$ cat src/rtl/lsu_ctrl_pkg.sv
// -----------------------------------------------------------------------------
// lsu_ctrl_pkg
// Shared definitions for the MEM-stage load/store unit: data-memory geometry,
// request size codes (also used on the memory chip-select lines), memory
// enable encodings and the controller FSM state encoding.
// -----------------------------------------------------------------------------
package lsu_ctrl_pkg;

  // Byte address of data-memory word 0 and memory depth in 32-bit words.
  localparam logic [31:0] DMEM_BASE  = 32'h1001_0000;
  localparam int unsigned DMEM_WORDS = 32'd1024;

  // Access size codes; 2'b00 is illegal on requests and means "idle" on mem_*_cs.
  localparam logic [1:0] SZ_NONE = 2'b00;
  localparam logic [1:0] SZ_WORD = 2'b01;
  localparam logic [1:0] SZ_HALF = 2'b10;
  localparam logic [1:0] SZ_BYTE = 2'b11;

  // Memory port enable encodings.
  localparam logic ENABLED        = 1'b1;
  localparam logic DISABLED       = 1'b0;
  localparam logic WRITE_ENABLED  = 1'b1;
  localparam logic WRITE_DISABLED = 1'b0;

  // Controller states.
  typedef enum logic [1:0] {
    S_IDLE   = 2'b00,
    S_ACCESS = 2'b01,
    S_RESP   = 2'b10
  } lsu_state_e;

endpackage

$ cat src/rtl/lsu_align.sv
// -----------------------------------------------------------------------------
// lsu_align
// Purely combinational helper for lsu_ctrl.
//   chk_size_i/chk_addr_i -> chk_err_o : illegal size, misalignment or
//                                        out-of-range request
//   ext_rdata_i/ext_size_i/ext_unsigned_i -> ext_data_o : load data extended
//                                        to 32 bits (memory already returns
//                                        sub-word data right-aligned)
// -----------------------------------------------------------------------------
module lsu_align
  import lsu_ctrl_pkg::*;
#(
  parameter logic [31:0] BASE_ADDR = DMEM_BASE,
  parameter int unsigned NUM_WORDS = DMEM_WORDS
) (
  input  logic [1:0]  chk_size_i,
  input  logic [31:0] chk_addr_i,
  output logic        chk_err_o,
  input  logic [31:0] ext_rdata_i,
  input  logic [1:0]  ext_size_i,
  input  logic        ext_unsigned_i,
  output logic [31:0] ext_data_o
);

  // 33-bit window bounds so BASE + size can never wrap past 2^32.
  localparam logic [32:0] LO_X = {1'b0, BASE_ADDR};
  localparam logic [32:0] HI_X = LO_X + (33'(NUM_WORDS) * 33'd4);

  function automatic logic calc_err(input logic [1:0] size, input logic [31:0] addr);
    logic [32:0] addr_x;
    logic        misaligned;
    logic        out_of_range;
    addr_x = {1'b0, addr};
    case (size)
      SZ_WORD: misaligned = (addr[1:0] != 2'b00);
      SZ_HALF: misaligned = addr[0];
      SZ_BYTE: misaligned = 1'b0;
      default: misaligned = 1'b1;   // size 00 is illegal
    endcase
    out_of_range = (addr_x < LO_X) || (addr_x >= HI_X);
    return misaligned | out_of_range;
  endfunction

  function automatic logic [31:0] extend_load(input logic [31:0] rdata,
                                              input logic [1:0]  size,
                                              input logic        is_unsigned);
    logic [31:0] res;
    case (size)
      SZ_BYTE: res = {{24{~is_unsigned & rdata[7]}}, rdata[7:0]};
      SZ_HALF: res = {{16{~is_unsigned & rdata[15]}}, rdata[15:0]};
      SZ_WORD: res = rdata;
      default: res = 32'h0000_0000;
    endcase
    return res;
  endfunction

  assign chk_err_o  = calc_err(chk_size_i, chk_addr_i);
  assign ext_data_o = extend_load(ext_rdata_i, ext_size_i, ext_unsigned_i);

endmodule

$ cat src/rtl/lsu_ctrl.sv
// -----------------------------------------------------------------------------
// lsu_ctrl
// MEM-stage load/store controller. Accepts one request at a time
// (req_valid_i/req_ready_o), checks it, runs a single-cycle data-memory access
// and returns a registered response (resp_valid_o/resp_ready_i).
//   req_*   : request in (store flag, size, unsigned, address, store data, tag)
//   resp_*  : response out (extended load data, tag, error flag)
//   mem_*   : data-memory initiator port (enable, write enable, size codes,
//             registered address/data, combinational read data in)
// Bad requests skip the memory cycle and respond one cycle after acceptance;
// good ones respond two cycles after acceptance.
// -----------------------------------------------------------------------------
module lsu_ctrl
  import lsu_ctrl_pkg::*;
#(
  parameter logic [31:0] BASE_ADDR = DMEM_BASE,
  parameter int unsigned NUM_WORDS = DMEM_WORDS
) (
  input  logic        clk_i,
  input  logic        rst_ni,
  input  logic        req_valid_i,
  output logic        req_ready_o,
  input  logic        req_is_store_i,
  input  logic [1:0]  req_size_i,
  input  logic        req_unsigned_i,
  input  logic [31:0] req_addr_i,
  input  logic [31:0] req_wdata_i,
  input  logic [4:0]  req_rd_i,
  output logic        resp_valid_o,
  input  logic        resp_ready_i,
  output logic [31:0] resp_rdata_o,
  output logic [4:0]  resp_rd_o,
  output logic        resp_err_o,
  output logic        mem_ena_o,
  output logic        mem_wena_o,
  output logic [1:0]  mem_w_cs_o,
  output logic [1:0]  mem_r_cs_o,
  output logic [31:0] mem_addr_o,
  output logic [31:0] mem_wdata_o,
  input  logic [31:0] mem_rdata_i
);

  lsu_state_e  state_q;
  logic        req_ready_q;
  logic        is_store_q;
  logic [1:0]  size_q;
  logic        unsigned_q;
  logic        resp_valid_q;
  logic [31:0] resp_rdata_q;
  logic [4:0]  resp_rd_q;
  logic        resp_err_q;
  logic        mem_ena_q;
  logic        mem_wena_q;
  logic [1:0]  mem_w_cs_q;
  logic [1:0]  mem_r_cs_q;
  logic [31:0] mem_addr_q;
  logic [31:0] mem_wdata_q;

  logic        req_err_d;
  logic [31:0] load_ext_d;

  // Error check runs on the request as it is accepted; extension runs on the
  // latched size/unsigned against the live memory read data during ACCESS.
  lsu_align #(
    .BASE_ADDR (BASE_ADDR),
    .NUM_WORDS (NUM_WORDS)
  ) u_align (
    .chk_size_i     (req_size_i),
    .chk_addr_i     (req_addr_i),
    .chk_err_o      (req_err_d),
    .ext_rdata_i    (mem_rdata_i),
    .ext_size_i     (size_q),
    .ext_unsigned_i (unsigned_q),
    .ext_data_o     (load_ext_d)
  );

  // Controller FSM with all request, response and memory-port registers.
  always_ff @(posedge clk_i or negedge rst_ni) begin
    if (!rst_ni) begin
      state_q      <= S_IDLE;
      req_ready_q  <= 1'b0;
      is_store_q   <= 1'b0;
      size_q       <= SZ_NONE;
      unsigned_q   <= 1'b0;
      resp_valid_q <= 1'b0;
      resp_rdata_q <= 32'h0000_0000;
      resp_rd_q    <= 5'd0;
      resp_err_q   <= 1'b0;
      mem_ena_q    <= DISABLED;
      mem_wena_q   <= WRITE_DISABLED;
      mem_w_cs_q   <= SZ_NONE;
      mem_r_cs_q   <= SZ_NONE;
      mem_addr_q   <= 32'h0000_0000;
      mem_wdata_q  <= 32'h0000_0000;
    end else begin
      case (state_q)
        S_IDLE: begin
          if (req_valid_i && req_ready_q) begin
            req_ready_q <= 1'b0;
            resp_rd_q   <= req_rd_i;
            is_store_q  <= req_is_store_i;
            size_q      <= req_size_i;
            unsigned_q  <= req_unsigned_i;
            if (req_err_d) begin
              // No memory cycle for a bad request: respond straight away.
              resp_valid_q <= 1'b1;
              resp_err_q   <= 1'b1;
              resp_rdata_q <= 32'h0000_0000;
              state_q      <= S_RESP;
            end else begin
              mem_ena_q   <= ENABLED;
              mem_wena_q  <= req_is_store_i ? WRITE_ENABLED : WRITE_DISABLED;
              mem_w_cs_q  <= req_is_store_i ? req_size_i : SZ_NONE;
              mem_r_cs_q  <= req_is_store_i ? SZ_NONE : req_size_i;
              mem_addr_q  <= req_addr_i;
              mem_wdata_q <= req_wdata_i;
              state_q     <= S_ACCESS;
            end
          end else begin
            // Ready comes up one cycle after reset release and stays up in IDLE.
            req_ready_q <= 1'b1;
          end
        end
        S_ACCESS: begin
          // Store commits / load data is captured at the edge leaving ACCESS.
          mem_ena_q    <= DISABLED;
          mem_wena_q   <= WRITE_DISABLED;
          mem_w_cs_q   <= SZ_NONE;
          mem_r_cs_q   <= SZ_NONE;
          resp_valid_q <= 1'b1;
          resp_err_q   <= 1'b0;
          resp_rdata_q <= is_store_q ? 32'h0000_0000 : load_ext_d;
          state_q      <= S_RESP;
        end
        S_RESP: begin
          if (resp_ready_i) begin
            resp_valid_q <= 1'b0;
            req_ready_q  <= 1'b1;
            state_q      <= S_IDLE;
          end else begin
            state_q <= S_RESP;
          end
        end
        default: begin
          state_q      <= S_IDLE;
          req_ready_q  <= 1'b0;
          resp_valid_q <= 1'b0;
          mem_ena_q    <= DISABLED;
          mem_wena_q   <= WRITE_DISABLED;
          mem_w_cs_q   <= SZ_NONE;
          mem_r_cs_q   <= SZ_NONE;
        end
      endcase
    end
  end

  assign req_ready_o  = req_ready_q;
  assign resp_valid_o = resp_valid_q;
  assign resp_rdata_o = resp_rdata_q;
  assign resp_rd_o    = resp_rd_q;
  assign resp_err_o   = resp_err_q;
  assign mem_ena_o    = mem_ena_q;
  assign mem_wena_o   = mem_wena_q;
  assign mem_w_cs_o   = mem_w_cs_q;
  assign mem_r_cs_o   = mem_r_cs_q;
  assign mem_addr_o   = mem_addr_q;
  assign mem_wdata_o  = mem_wdata_q;

endmodule

$ cat config.mk
export PLATFORM = sky130hd
export DESIGN_NAME = lsu_ctrl
export DESIGN_NICKNAME = d
export VERILOG_FILES = /design/src/rtl/lsu_ctrl_pkg.sv /design/src/rtl/lsu_align.sv /design/src/rtl/lsu_ctrl.sv
export SDC_FILE = /design/constraint.sdc
export NUM_CORES = 1
export LEC_CHECK = 0
export BUFFER_PORTS_ARGS = -buffer_cell sky130_fd_sc_hd__buf_2
export CORE_ASPECT_RATIO = 0.9
export CORE_UTILIZATION = 32
export CTS_CLUSTER_DIAMETER = 200
export DETAILED_ROUTE_END_ITERATION = 10
export GPL_ROUTABILITY_DRIVEN = 1
export PLACE_DENSITY_LB_ADDON = 0.12
export SLEW_MARGIN = 10
export SYNTH_ARGS = -nofsm -noshare
export SYNTH_HDL_FRONTEND = slang
export SYNTH_SLANG_ARGS = --single-unit
$ cat constraint.sdc
create_clock -name clk_i -period 2.15 [get_ports clk_i]
set_input_delay 0.215 -clock clk_i [delete_from_list [all_inputs] [get_ports clk_i]]
set_output_delay 0.215 -clock clk_i [all_outputs]
set_load 0.02 [all_outputs]
==> flow_summary.toml, run 1 <==
[status]
status = "finished, final reports clean"

[cells_and_area]
mostFrequentLayoutCells = "buf_2, dfrtp_1, nand2_1, mux2_4, a21oi_1"
final_cells = 858
layout-drive-gt1-share_pct = 50.5
area_growth_pct = 37.2
diodes = 0
stdcell_area_um2 = 7100
fin_util_pct = 45.5
layout_commonest_cell = "buf_2"
final_nets = 752

[timing]
slew_violations = 0
hold_viol_final = 0
tightest_slew_ns = 0.697
setup_tns_ns = 0
fin_ws_ns = 0.217
max_slew_margin_pct = 53.6
fin_crit_sh_pct = 89.9
fin_skew_ns = 0.00479
setup_violations = 0
holdWs_ns = 0.0350
post-route-min-period_ns = 1.93
rsz0062_at_grt = "false"
max_freq_mhz = 517

[setup_path]
worstSetupPathType = "flop to flop"
crit_fanout = 24
crit_required_ns = 2.47
crit_path_end_kind = "flop"
worst_setup_path_start_kind = "flop"
arrival_ns = 2.26

[logic_synthesis]
synth_flop_cell = "dfrtp_1"
synthCells = 417
synth_nets = 526
yosys_warnings = 0
yosysSeqAreaShare_pct = 56.1
yosysUniqueCellTypes = 41
syn-cell-area_um2 = 5170
postSynthAreaPerCell_um2 = 12.4
netlist.area_leader.share_pct = 56.1
synth_seq_cells = 116
ys_async_sr_fraction_pct = 100
synth.area.top_cells = "dfrtp_1, mux2_4, nand2_1"
synth_edf_count = 0
yosys.area.top_type = "dfrtp_1"

[global_routing]
grt_util_all_layers_pct = 17.1
grt_pass1_vias = 4163
grt_max_degree = 43
grt_pass1_wl_mm = 21.5
grt_overflow = 0
antenna_found_initial = 0

[die]
rows = 43
fp.dieW_um = 136
fp.dieH_um = 123
coreArea_um2 = 15600
initial_core_util_pct = 33.1
die-area_um2 = 16700
ios = 219

[clock_network]
hold_buffers = 1
clock_path_buffers = 2
cts_resized = 0
cts-root-buf = "clkbuf_16"
cts_tree = "built"
post-cts-setup-buffers = 0
clkTransAtPathRegs_ns = 0.05
cts.sinks = 116
insertion_delay_ns = 0.41
h-tree-depth = 4
cts_buffers = 17

[route]
via_per_inst = 4.80
drc_errors = 0
wl_per_cell_um = 15.9
ant_nets = 0
dr.pass1.iters = 6
num_vias = 4121
drt_iter0_markers = 184
routed_wl_mm = 13.7

[placement]
portBuffers = 218
gp_congestion = 0.743
dp.cells = 825
hpwl_mm = 9.69
place_ws_ns = 0.0485
place_area_um2 = 6520

[flow_run]
maxCapViolCount = 0

[power_and_ir_drop]
vdd_drop_max_v = 0.000547
p_per_area_nw_per_um2 = 837
total_power_mw = 5.94
p_leak_nw = 3.67

[hold_path]
min_path_type = "input port to flop"
## cell type report
cell class / instances / area, um^2
clock buffer: 21 / 460
clock inverter: 11 / 105
fill: 1492 / 8510
inverter: 3 / 11.3
multi-input combinational: 266 / 2050
sequential: 116 / 2900
tap: 202 / 253
timing repair buffer: 239 / 1320
## layer usage
layer | vias up | part of all wire, % | global-route usage [%] | wire length, um
li1 | 1953 | - | - | -
met1 | 2006 | 45 | 21.7 | 6150
met2 | 148 | 46 | 26.8 | 6300
met3 | 14 | 7.8 | 5.45 | 1060
met4 | 0 | 1.1 | 6.88 | 156
met5 | - | 0 | 0 | 0
## registers in the layout, summed over array words and instances, names as in the netlist, 2 cells and up
| register | flops |
|---|---|
| mem_addr_o | 32 |
| mem_wdata_o | 32 |
| resp_rdata_o | 32 |
| resp_rd_o | 5 |
| mem_r_cs_o | 2 |
| mem_w_cs_o | 2 |
| size_q | 2 |
| state_q | 2 |
## critical path, stage by stage, from the launching register on
cell and delay, ns:
dfrtp_1 0.54, or3b_2 0.50, or2_2 0.50, a2bb2oi_1 0.20
o21ai_0 0.10
## where the power goes
| part | switching, mW | internal, mW |
|---|---|---|
| combinational | 0.508 | 0.387 |
| sequential | 0.0908 | 2.29 |
| clock | 1.01 | 1.65 |
| total | 1.61 | 4.33 |
## cells in the mapped netlist, types with 5 or more instances
| master | count |
|---|---|
| nor3b_1 | 17 |
| clkbuf_1 | 20 |
| buf_12 | 5 |
| mux2_4 | 40 |
| o21ai_0 | 15 |
| mux2i_1 | 6 |
| a22oi_1 | 8 |
| a21oi_1 | 26 |
| nand4_1 | 17 |
| dfrtp_1 | 116 |
| mux2_2 | 13 |
| nor2_1 | 7 |
| o211ai_1 | 16 |
| nor2b_1 | 19 |
| nand2_1 | 40 |
| a2bb2oi_1 | 8 |
## path summary, 6_finish.rpt
path	startpoint	to	slack, ns	cells past startpoint
setup / recovery	state_q[0]	resp_rdata_o[8]	0.22	4
hold / removal	req_rd_i[4]	resp_rd_o[4]	0.03	2
setup reg to reg	state_q[0]	resp_rdata_o[8]	0.22	4
hold reg to reg	mem_addr_o[28]	mem_addr_o[28]	0.47	1
max in group asynchronous	rst_ni	mem_addr_o[12]	1.30	3
min in group asynchronous	rst_ni	mem_addr_o[4]	0.25	2
## cells by family (layout without fill, tap and decap cells)
kind of cell / count (synthesis) / in the layout / share of synthesized area [%]
buffers and inverters: 35 / 274 / 4.36
muxes: 59 / 59 / 15.6
AOI/OAI and AO/OA: 82 / 82 / 10.0
DFF: 116 / 116 / 56.1
and+or+nand+nor: 125 / 125 / 13.9
No activity file was read; power rests on OpenSTA's default activity.
==> run 2, diff against run 1 <==
- CELL_PAD_IN_SITES_DETAIL_PLACEMENT: not set -> 1
- CELL_PAD_IN_SITES_GLOBAL_PLACEMENT: not set -> 2
- CORE_UTILIZATION: 32 -> 30
==> flow_summary.toml, run 2 (synthesis gave the netlist of run 1 again) <==
[clock_network]
post-cts-setup-buffers = 0
insertion_delay_ns = 0.42
clock_path_buffers = 2
clkTransAtPathRegs_ns = 0.05
h-tree-depth = 4
cts_tree = "built"
cts.sinks = 116
cts-root-buf = "clkbuf_16"
cts_buffers = 17

[die]
die-area_um2 = 17800
rows = 45
coreArea_um2 = 16900
initial_core_util_pct = 30.6
fp.dieW_um = 140
fp.dieH_um = 127
ios = 219

[setup_path]
ff2ff_path_depth = 5
worstSetupPathType = "flop to flop"
crit_path_end_kind = "flop"
worst_setup_path_start_kind = "flop"
r2r_setup_slack_ns = 0.24
crit_required_ns = 2.45
crit_fanout = 22
arrival_ns = 2.21
rr_endpoint = "mem_addr_o[5]"
r2r-start = "state_q[1]"

[route]
drc_errors = 0
drt_iter0_markers = 122
routed_wl_mm = 15.6
dr.pass1.iters = 4
ant_nets = 0
wl_per_cell_um = 17.9
via_per_inst = 4.87
num_vias = 4231

[timing]
rsz0062_at_grt = "false"
fin_crit_sh_pct = 89.1
fin_skew_ns = 0.00724
slew_violations = 0
fin_ws_ns = 0.235
hold_viol_final = 0
tightest_slew_ns = 0.735
setup_tns_ns = 0
post-route-min-period_ns = 1.91
max_slew_margin_pct = 51.0
max_freq_mhz = 522
setup_violations = 0

[placement]
place_ws_ns = 0.0446
portBuffers = 218
gp_congestion = 0.704
hpwl_mm = 11.1

[hold_path]
min_to = "resp_rd_o[3]"
hp-start = "req_rd_i[3]"
hold_depth = 2
min_path_type = "input port to flop"

[power_and_ir_drop]
total_power_mw = 6.03
p_per_area_nw_per_um2 = 851
vdd_drop_max_v = 0.000556
p_leak_nw = 3.69

[cells_and_area]
layout-drive-gt1-share_pct = 50.2
layout_commonest_cell = "buf_2"
diodes = 0
final_nets = 754
mostFrequentLayoutCells = "buf_2, dfrtp_1, nand2_1, mux2_4, a21oi_1"
area_growth_pct = 37.2

[global_routing]
grt_util_all_layers_pct = 18.3
grt_max_degree = 55
grt_overflow = 0
antenna_found_initial = 1
grt_pass1_vias = 4413
grt_pass1_wl_mm = 24.9

[status]
status = "finished, final reports clean"

[flow_run]
maxCapViolCount = 0
[run 2: repair_timing]
| item | CTS | global route |
|---|---|---|
| hold endpoints to repair | 26 | 0 |
| hold buffers | 1 | 0 |
| gates resized for setup | 0 | 0 |
[run 2: worst max path at each step]
stage | from | end | cells after the start
floorplan | req_addr_i[15] | mem_addr_o[0] | 7
global placement | req_addr_i[30] | mem_addr_o[10] | 6
detailed placement | req_addr_i[30] | mem_wdata_o[30] | 6
CTS | state_q[1] | mem_wdata_o[4] | 5
global route | state_q[1] | mem_addr_o[5] | 5
finish | state_q[1] | mem_addr_o[5] | 5
[run 2: worst max-delay path: stages (launching register included)]
cell and delay (ns):
dfrtp_1 0.44, nand3b_1 0.28, nor3_2 0.17, and4_4 0.35
buf_12 0.23, mux2_4 0.32
[run 2: where the power goes]
group          internal [mW]  leakage (nW)  switching (mW)  total, mW
clock                   1.72         0.266           0.998       2.72
combinational          0.385          1.86           0.534      0.919
sequential              2.30          1.56           0.102       2.40
total                   4.40          3.69            1.63       6.03
[run 2: layout make-up]
type	count	area, um^2
fillers	1888	9800
flip-flops and latches	116	2900
multi-input cells	266	2050
repair buffers	241	1310
clock buffers	22	454
well taps	211	264
clock inverters	9	106
inverters	3	11.3
[run 2: per-stage QoR]
stage	utilization, %	cell area, um^2	cells	hold slack (ns)
final	42.0	7090	868	0.0288
after global routing	42.0	7090	868	0.0143
after CTS	42.0	7090	868	0.00744
after detailed placement	38.6	6520	836	0.166
after global placement	38.6	6520	836	0.167
after floorplan	-	5170	417	-0.0806
[run 2: routing by layer]
layer / wire, um / GRT usage (%)
met2: 7070 / 28.1
met1: 7230 / 24.4
met5: 16 / 0
met3: 1060 / 5.89
met4: 189 / 6.14
